**src/rtl/uart_rx.sv**
```systemverilog
// 8N1 UART receiver: two-flop synchroniser, 3-sample majority vote,
// one-cycle rx_done per good byte and frame_error per bad stop bit.
module uart_rx #(
    parameter int CLK_DIV = 434
) (
    input  logic       clk,
    input  logic       rst,
    input  logic       rx,
    output logic [7:0] rx_data,
    output logic       rx_done,
    output logic       frame_error,
    output logic       busy
);

    localparam int H  = CLK_DIV >> 1;
    localparam int CW = $clog2(CLK_DIV);
    localparam logic [CW-1:0] CNT_LAST = CW'(CLK_DIV - 1);
    localparam logic [CW-1:0] CNT_HALF = CW'(H - 1);

    typedef enum logic [2:0] {
        IDLE,
        START,
        DATA,
        STOP,
        BRK
    } state_t;

    state_t          state;
    state_t          state_nx;
    logic            s1;
    logic [2:0]      h;
    logic            rx_s;
    logic            smp;
    logic [CW-1:0]   cnt;
    logic [CW-1:0]   cnt_nx;
    logic [2:0]      idx;
    logic [2:0]      idx_nx;
    logic [7:0]      sh;
    logic [7:0]      sh_nx;
    logic [7:0]      data_nx;
    logic            done_nx;
    logic            ferr_nx;

    // h[0] is the second synchroniser flop; h[2:1] are its recent past
    assign rx_s = h[0];
    assign smp  = (h[0] & h[1]) | (h[0] & h[2]) | (h[1] & h[2]);
    assign busy = (state != IDLE);

    always_ff @(posedge clk) begin
        if (rst) begin
            s1          <= 1'b1;
            h           <= 3'b111;
            state       <= IDLE;
            cnt         <= '0;
            idx         <= '0;
            sh          <= '0;
            rx_data     <= '0;
            rx_done     <= 1'b0;
            frame_error <= 1'b0;
        end else begin
            s1          <= rx;
            h           <= {h[1:0], s1};
            state       <= state_nx;
            cnt         <= cnt_nx;
            idx         <= idx_nx;
            sh          <= sh_nx;
            rx_data     <= data_nx;
            rx_done     <= done_nx;
            frame_error <= ferr_nx;
        end
    end

    always_comb begin
        state_nx = state;
        cnt_nx   = cnt;
        idx_nx   = idx;
        sh_nx    = sh;
        data_nx  = rx_data;
        done_nx  = 1'b0;
        ferr_nx  = 1'b0;
        unique case (state)
            IDLE: begin
                if (!rx_s) begin
                    state_nx = START;
                    cnt_nx   = '0;
                end
            end
            START: begin
                if (cnt == CNT_HALF) begin
                    cnt_nx = '0;
                    if (smp) begin
                        state_nx = IDLE;
                    end else begin
                        state_nx = DATA;
                        idx_nx   = '0;
                    end
                end else begin
                    cnt_nx = cnt + 1'b1;
                end
            end
            DATA: begin
                if (cnt == CNT_LAST) begin
                    cnt_nx = '0;
                    sh_nx  = {smp, sh[7:1]};
                    if (idx == 3'd7) begin
                        state_nx = STOP;
                    end else begin
                        idx_nx = idx + 1'b1;
                    end
                end else begin
                    cnt_nx = cnt + 1'b1;
                end
            end
            STOP: begin
                if (cnt == CNT_LAST) begin
                    cnt_nx = '0;
                    if (smp) begin
                        data_nx  = sh;
                        done_nx  = 1'b1;
                        state_nx = IDLE;
                    end else begin
                        ferr_nx  = 1'b1;
                        state_nx = BRK;
                    end
                end else begin
                    cnt_nx = cnt + 1'b1;
                end
            end
            // a held-low line stays here so it reports only once
            BRK: begin
                if (rx_s) begin
                    state_nx = IDLE;
                end
            end
            default: begin
                state_nx = IDLE;
            end
        endcase
    end

endmodule

```
**config.mk**
```make
export PLATFORM = sky130hd
export DESIGN_NAME = uart_rx
export DESIGN_NICKNAME = d
export VERILOG_FILES = /design/src/rtl/uart_rx.sv
export SDC_FILE = /design/constraint.sdc
export NUM_CORES = 1
export LEC_CHECK = 0
export BUFFER_PORTS_ARGS = -buffer_cell sky130_fd_sc_hd__buf_4
export CORE_UTILIZATION = 54
export DETAILED_ROUTE_END_ITERATION = 16
export PLACE_DENSITY_LB_ADDON = 0.25
export SLEW_MARGIN = 5
export SYNTH_ARGS = -nofsm -noshare
export SYNTH_HDL_FRONTEND = slang
export SYNTH_SLANG_ARGS = --single-unit
```
**constraint.sdc**
```tcl
create_clock -name clk -period 3.5 [get_ports clk]
set_input_delay 0.7 -clock clk [delete_from_list [all_inputs] [get_ports clk]]
set_output_delay 0.7 -clock clk [all_outputs]
set_load 0.05 [all_outputs]
```
# Yosys cells after proc, flatten, opt, wreduce, memory -nomap -nowiden

Cells that the tools add are included.

Add/sub/neg operators: 2
Multiply operators: 0
Divide/modulo/power cells: 0
$lt $le $gt $ge: 0
Eq/ne operators: 15
Shift operators: 0
Multiplexer cells: 20
Bitwise operators: 7
Reductions and logical operators: 11

Operators by type and width:

| operator            | count |
|---|---|
| $mux 3              | 11 |
| $mux 9              | 3 |
| $pmux 9 s3          | 1 |
| $ne 2x2->1 const B  | 8 |
| $pmux 3 s5          | 1 |
| $add 9x1->9 const B | 1 |
| $eq 9x8->1 const B  | 1 |
| $eq 9x9->1 const B  | 1 |
| $eq 3x2->1 const B  | 2 |
| $eq 3x3->1 const B  | 2 |
| $pmux 3 s2          | 1 |
| $reduce_and 6->1    | 1 |
| $reduce_bool 3->1   | 2 |
| $reduce_and 5->1    | 1 |
| $reduce_and 2->1    | 2 |
| $add 3x1->3 const B | 1 |
| $and 1x1->1         | 3 |
| $eq 3x1->1 const B  | 1 |
| $logic_not 3->1     | 1 |
| $reduce_and 3->1    | 1 |
| $reduce_or 3->1     | 1 |
| $mux 1              | 2 |
| $mux 2              | 1 |
| $not 1->1           | 2 |
| 3 further kinds     | 4 |

Register bits after elaboration: 37
Latch bits: 0
RAM bits: 0
ROM bits: 0
Input bits: 3
Output and inout bits: 11
Logic and storage cells: 64
Memories kept: 0

# Depth between registers and ports, before layout

Depth after elaboration: 6
Mapped depth: 9
Mapped depth without buffers: 7

# Worst setup path after synthesis

Ideal clock, no wire load.

Path type: reg2reg
Start point: register cnt[0]
End point: register rx_data[0]
Setup time: 128 ps
Arrival time: 1,818 ps
Data required time: 3,372 ps
Setup slack: 1,554 ps
Cell stages (with the launch flop): 8
Buffers on the path: 1
Clock period less this slack: 1,946 ps
Cell sequence: dfxtp_1 -> ha_1 -> nand4_1 -> or4_1 -> or3_1 -> buf_2 -> mux2i_1 -> nor2_1

Longest elaborated chain between the ends: 2

Ends and longest elaborated chain:

| what                              | line | source |
|---|---|---|
| from (decl)                       | 34   | `logic [CW-1:0] cnt;` |
| from (signal assigned)            | 64   | `cnt <= cnt_nx;` |
| $eq 9x9->1                        | 115  | `if (cnt == CNT_LAST) begin` |
| $reduce_and 3->1 (no source line) | -    |  |
| to (signal assigned)              | 67   | `rx_data <= data_nx;` |
| to (decl)                         | 9    | `output logic [7:0] rx_data,` |

No other way between the ends.
A chain may end at the register's enable or synchronous reset.

# Worst setup path after layout

Start point: register cnt[1]
End point: register state[2]

Longest elaborated chain between the ends: 3
Elaborated cells on any way between the ends: 6
Classes of those cells: eq/ne (5); reduce/logical (1)

Ends and longest elaborated chain:

| what                                     | line         | source |
|---|---|---|
| $eq 9x9->1 or $eq 9x8->1 (tied branches) | 102, 115, 89 |  |
| $ne 2x2->1 (no source line)              | -            |  |
| $reduce_and 6->1 (no source line) (*)    | -            |  |
| to (signal assigned)                     | 63           | `state <= state_nx;` |
| to (decl)                                | 28           | `state_t state;` |

Every way passes the cells marked *; elsewhere a longest branch is shown, timed or not.

==> run_results.csv <==
group,metric,value,unit
global_routing,grt_pass1_vias,1276,
clock_tree,ctsHoldBuffers,0,
sta,period_needed,2.41,ns
pwr,power.density,456,nW/um2
route,drt-initial-drc-count,69,
route,viasPerCell,5.66,
route,firstDrtPassIters,4,
layout,final_common_cell,"dfxtp_1",
setup_path,crit_required,3.79,ns
route,via_count,1399,
pwr,leakage,0.730,nW
die,die_w,59.0,um
sta,fin_hold_ws,0.425,ns
die,io_pins,14,
clock_tree,cts_root_buf,"clkbuf_4",
clock_tree,clockBufferDepth,2,
clock_tree,clock_latency,0.35,ns
global_routing,gr-total-overflow,0,
sta,worst_pin_slew,0.734,ns
die,fp.dieH,59.0,um
clock_tree,cts.sink_count,37,
layout,syn2layout_area_growth,6.64,%
sta,setup_viol,0,
route,drc,0,
hold_path,min_path_type,"register to register",
hold_path,hold_depth,1,
global_routing,met1_usage,27.3,%
layout,utilization,61.2,%
clock_tree,h-tree-depth,2,
global_routing,met2_usage,34.3,%
die,die_area,3480,um2
sta,drv_slew,0,
placement,gp_congestion,0.811,
synth,synthTopCellsByArea,"dfxtp_1 (42%), nand2_1 (5.6%), mux2i_1 (4.6%), nand3_1 (4.6%), nor2_1 (4.1%)",
route,ant_nets,0,
sta,finalClockSkew,0.00472,ns
die,initial_core_util,57.4,%
sta,min_period_over_period,68.7,%
global_routing,antenna_found_initial,0,
clock_tree,cts_tree,"yes",
die,core,3050,um2
synth,synth_top_cell_area_share,42.3,%
synth,synth_flop_cell,"dfxtp_1",
global_routing,grt_first_pass_wirelength,5580,um
die,core.rowCount,20,
placement,hpwl,2220,um
setup_path,end_kind,"register",
route,wl_per_cell,13.3,um
clock_tree,cts_buffers,5,
sta,max_freq,416,MHz
synth,synth_edf_count,0,
global_routing,grtUsageTotal,21.3,%
run,max_cap_violations,0,
placement,port_buffers,13,
layout,num-nets-final,210,
clock_tree,ctsResizeCount,0,
setup_path,cp_data_arrival_time,2.69,ns
setup_path,critPathKind,"register to register",
sta,rsz0062_at_grt,"no",
sta,hold_viol,0,
synth,synth_area,1750,um2
route,routed_wl,3290,um
sta,slew_headroom,51.1,%
outcome,outcome,"finished clean",
clock_tree,clkTransAtPathRegs,0.11,ns
clock_tree,post_cts_buffers,0,
synth,post-synth-top-area-cell,"dfxtp_1",
synth,avgSynthCellArea,8.94,um2
setup_path,cp_max_fo,21,
global_routing,grt.busiest_layer,"met2",
hold_path,worstHoldStart,"s1$_SDFF_PP1_",
setup_path,start_kind,"register",
synth,ys_ff_latch,37,
pwr,power,852,uW
layout,drive_above_1_share,16.3,%
synth,synthCells,196,
synth,synth.net_count,204,
setup_path,rr_worst_depth,7,
synth,synth.distinct_cells,43,
setup_path,critPathLaunch,"cnt[1]$_SDFFE_PP0P_",
layout,n_fill_cell,277,
synth,ys_seq_area_share,42.3,%
layout,layout_common_cells,"dfxtp_1 (37), nand2_1 (26), nor2_1 (19), nand3_1 (16), buf_4 (13)",
layout,diodes,0,
global_routing,grt_max_degree,38,
sta,layout_setup_ws,1.09,ns
sta,tns,0,ns
pwr,vdd_drop_max,337,uV
global_routing,grt_util_met3,6.59,%
synth,synth_warnings,0,
synth,async_reset_ff_share,0,%
setup_path,r2r-start,"cnt[1]$_SDFFE_PP0P_",
placement,dp_slack,1.14,ns
kinds of logic (layout without fill, tap and decap cells):
logic type	count (synthesis)	in the layout	share of synthesized area (%)
AND/OR/NAND/NOR	93	93	28.5
flip-flops	37	37	42.3
AO/OA/AOI/OAI	32	32	12.0
buffers and inverters	19	26	8.00
multiplexers	8	8	4.57
adder cells (fa/ha/maj)	6	6	4.14
XOR/XNOR	1	1	0.500
sequential cells by signal, indices dropped and copies added (netlist names):
register     flops
cnt              9
rx_data          8
sh               8
h                3
idx              3
state            3
frame_error      1
rx_done          1
s1               1
power breakdown:
| group | internal [mW] | switching, mW |
|---|---|---|
| Sequential | 0.429 | 0.0105 |
| Clock | 0.171 | 0.144 |
| Combinational | 0.0324 | 0.0657 |
| Total | 0.632 | 0.221 |
through the flow:
step	cell area, um2	std cells
floorplan	1750	196
global placement	1780	239
global route	1870	247
finish	1870	247
CTS	1870	247
detailed placement	1780	239
cell type report:
class                   instances  area [um2]  share of cell area (%)
clock buffers                   7        55.1                    2.95
clock inverters                 1        30.0                    1.61
well taps                      44        55.1                    2.95
flip-flops and latches         37         741                    39.7
repair buffers                 13        97.6                    5.22
multi-input cells             140         871                    46.6
inverters                       5        18.8                    1.00
path summary, 6_finish.rpt:
kind	end	slack [ns]
worst max-delay path	state[2]$_SDFFE_PP0P_	1.09
worst min-delay path	h[0]$_SDFF_PP1_	0.42
worst max register to register	state[2]$_SDFFE_PP0P_	1.09
worst min register to register	h[0]$_SDFF_PP1_	0.42
routing by layer:
| layer | up-vias | part of all wire (%) |
|---|---|---|
| met5 | - | 0 |
| met4 | 0 | 0.88 |
| met3 | 2 | 4.1 |
| met2 | 28 | 48 |
| met1 | 661 | 47 |
| li1 | 708 | - |
critical path: stages, from the launching register on:
cell     delay, ns
dfxtp_1       0.36
inv_1         0.10
ha_1          0.19
nand4_1       0.16
nor4_4        0.49
o21ai_2       0.35
or4_1         0.55
a21oi_1       0.15
cell usage after synthesis, types with 2 or more instances:
cell	count
ha_1	5
inv_1	5
a31o_2	2
nand3_1	16
or3b_1	2
clkbuf_8	3
nand4_1	2
a31oi_1	5
o21ai_0	2
buf_2	2
a21oi_1	12
clkbuf_1	3
nor3_1	2
nor4b_1	2
buf_4	2
dfxtp_1	37
nor4_1	4
a22oi_1	2
mux2i_1	8
nand3b_1	3
or2_2	5
or4_1	3
buf_6	3
nor2_1	19
nand2_1	26
or3_1	4
Power figures use the tool's default switching activity.
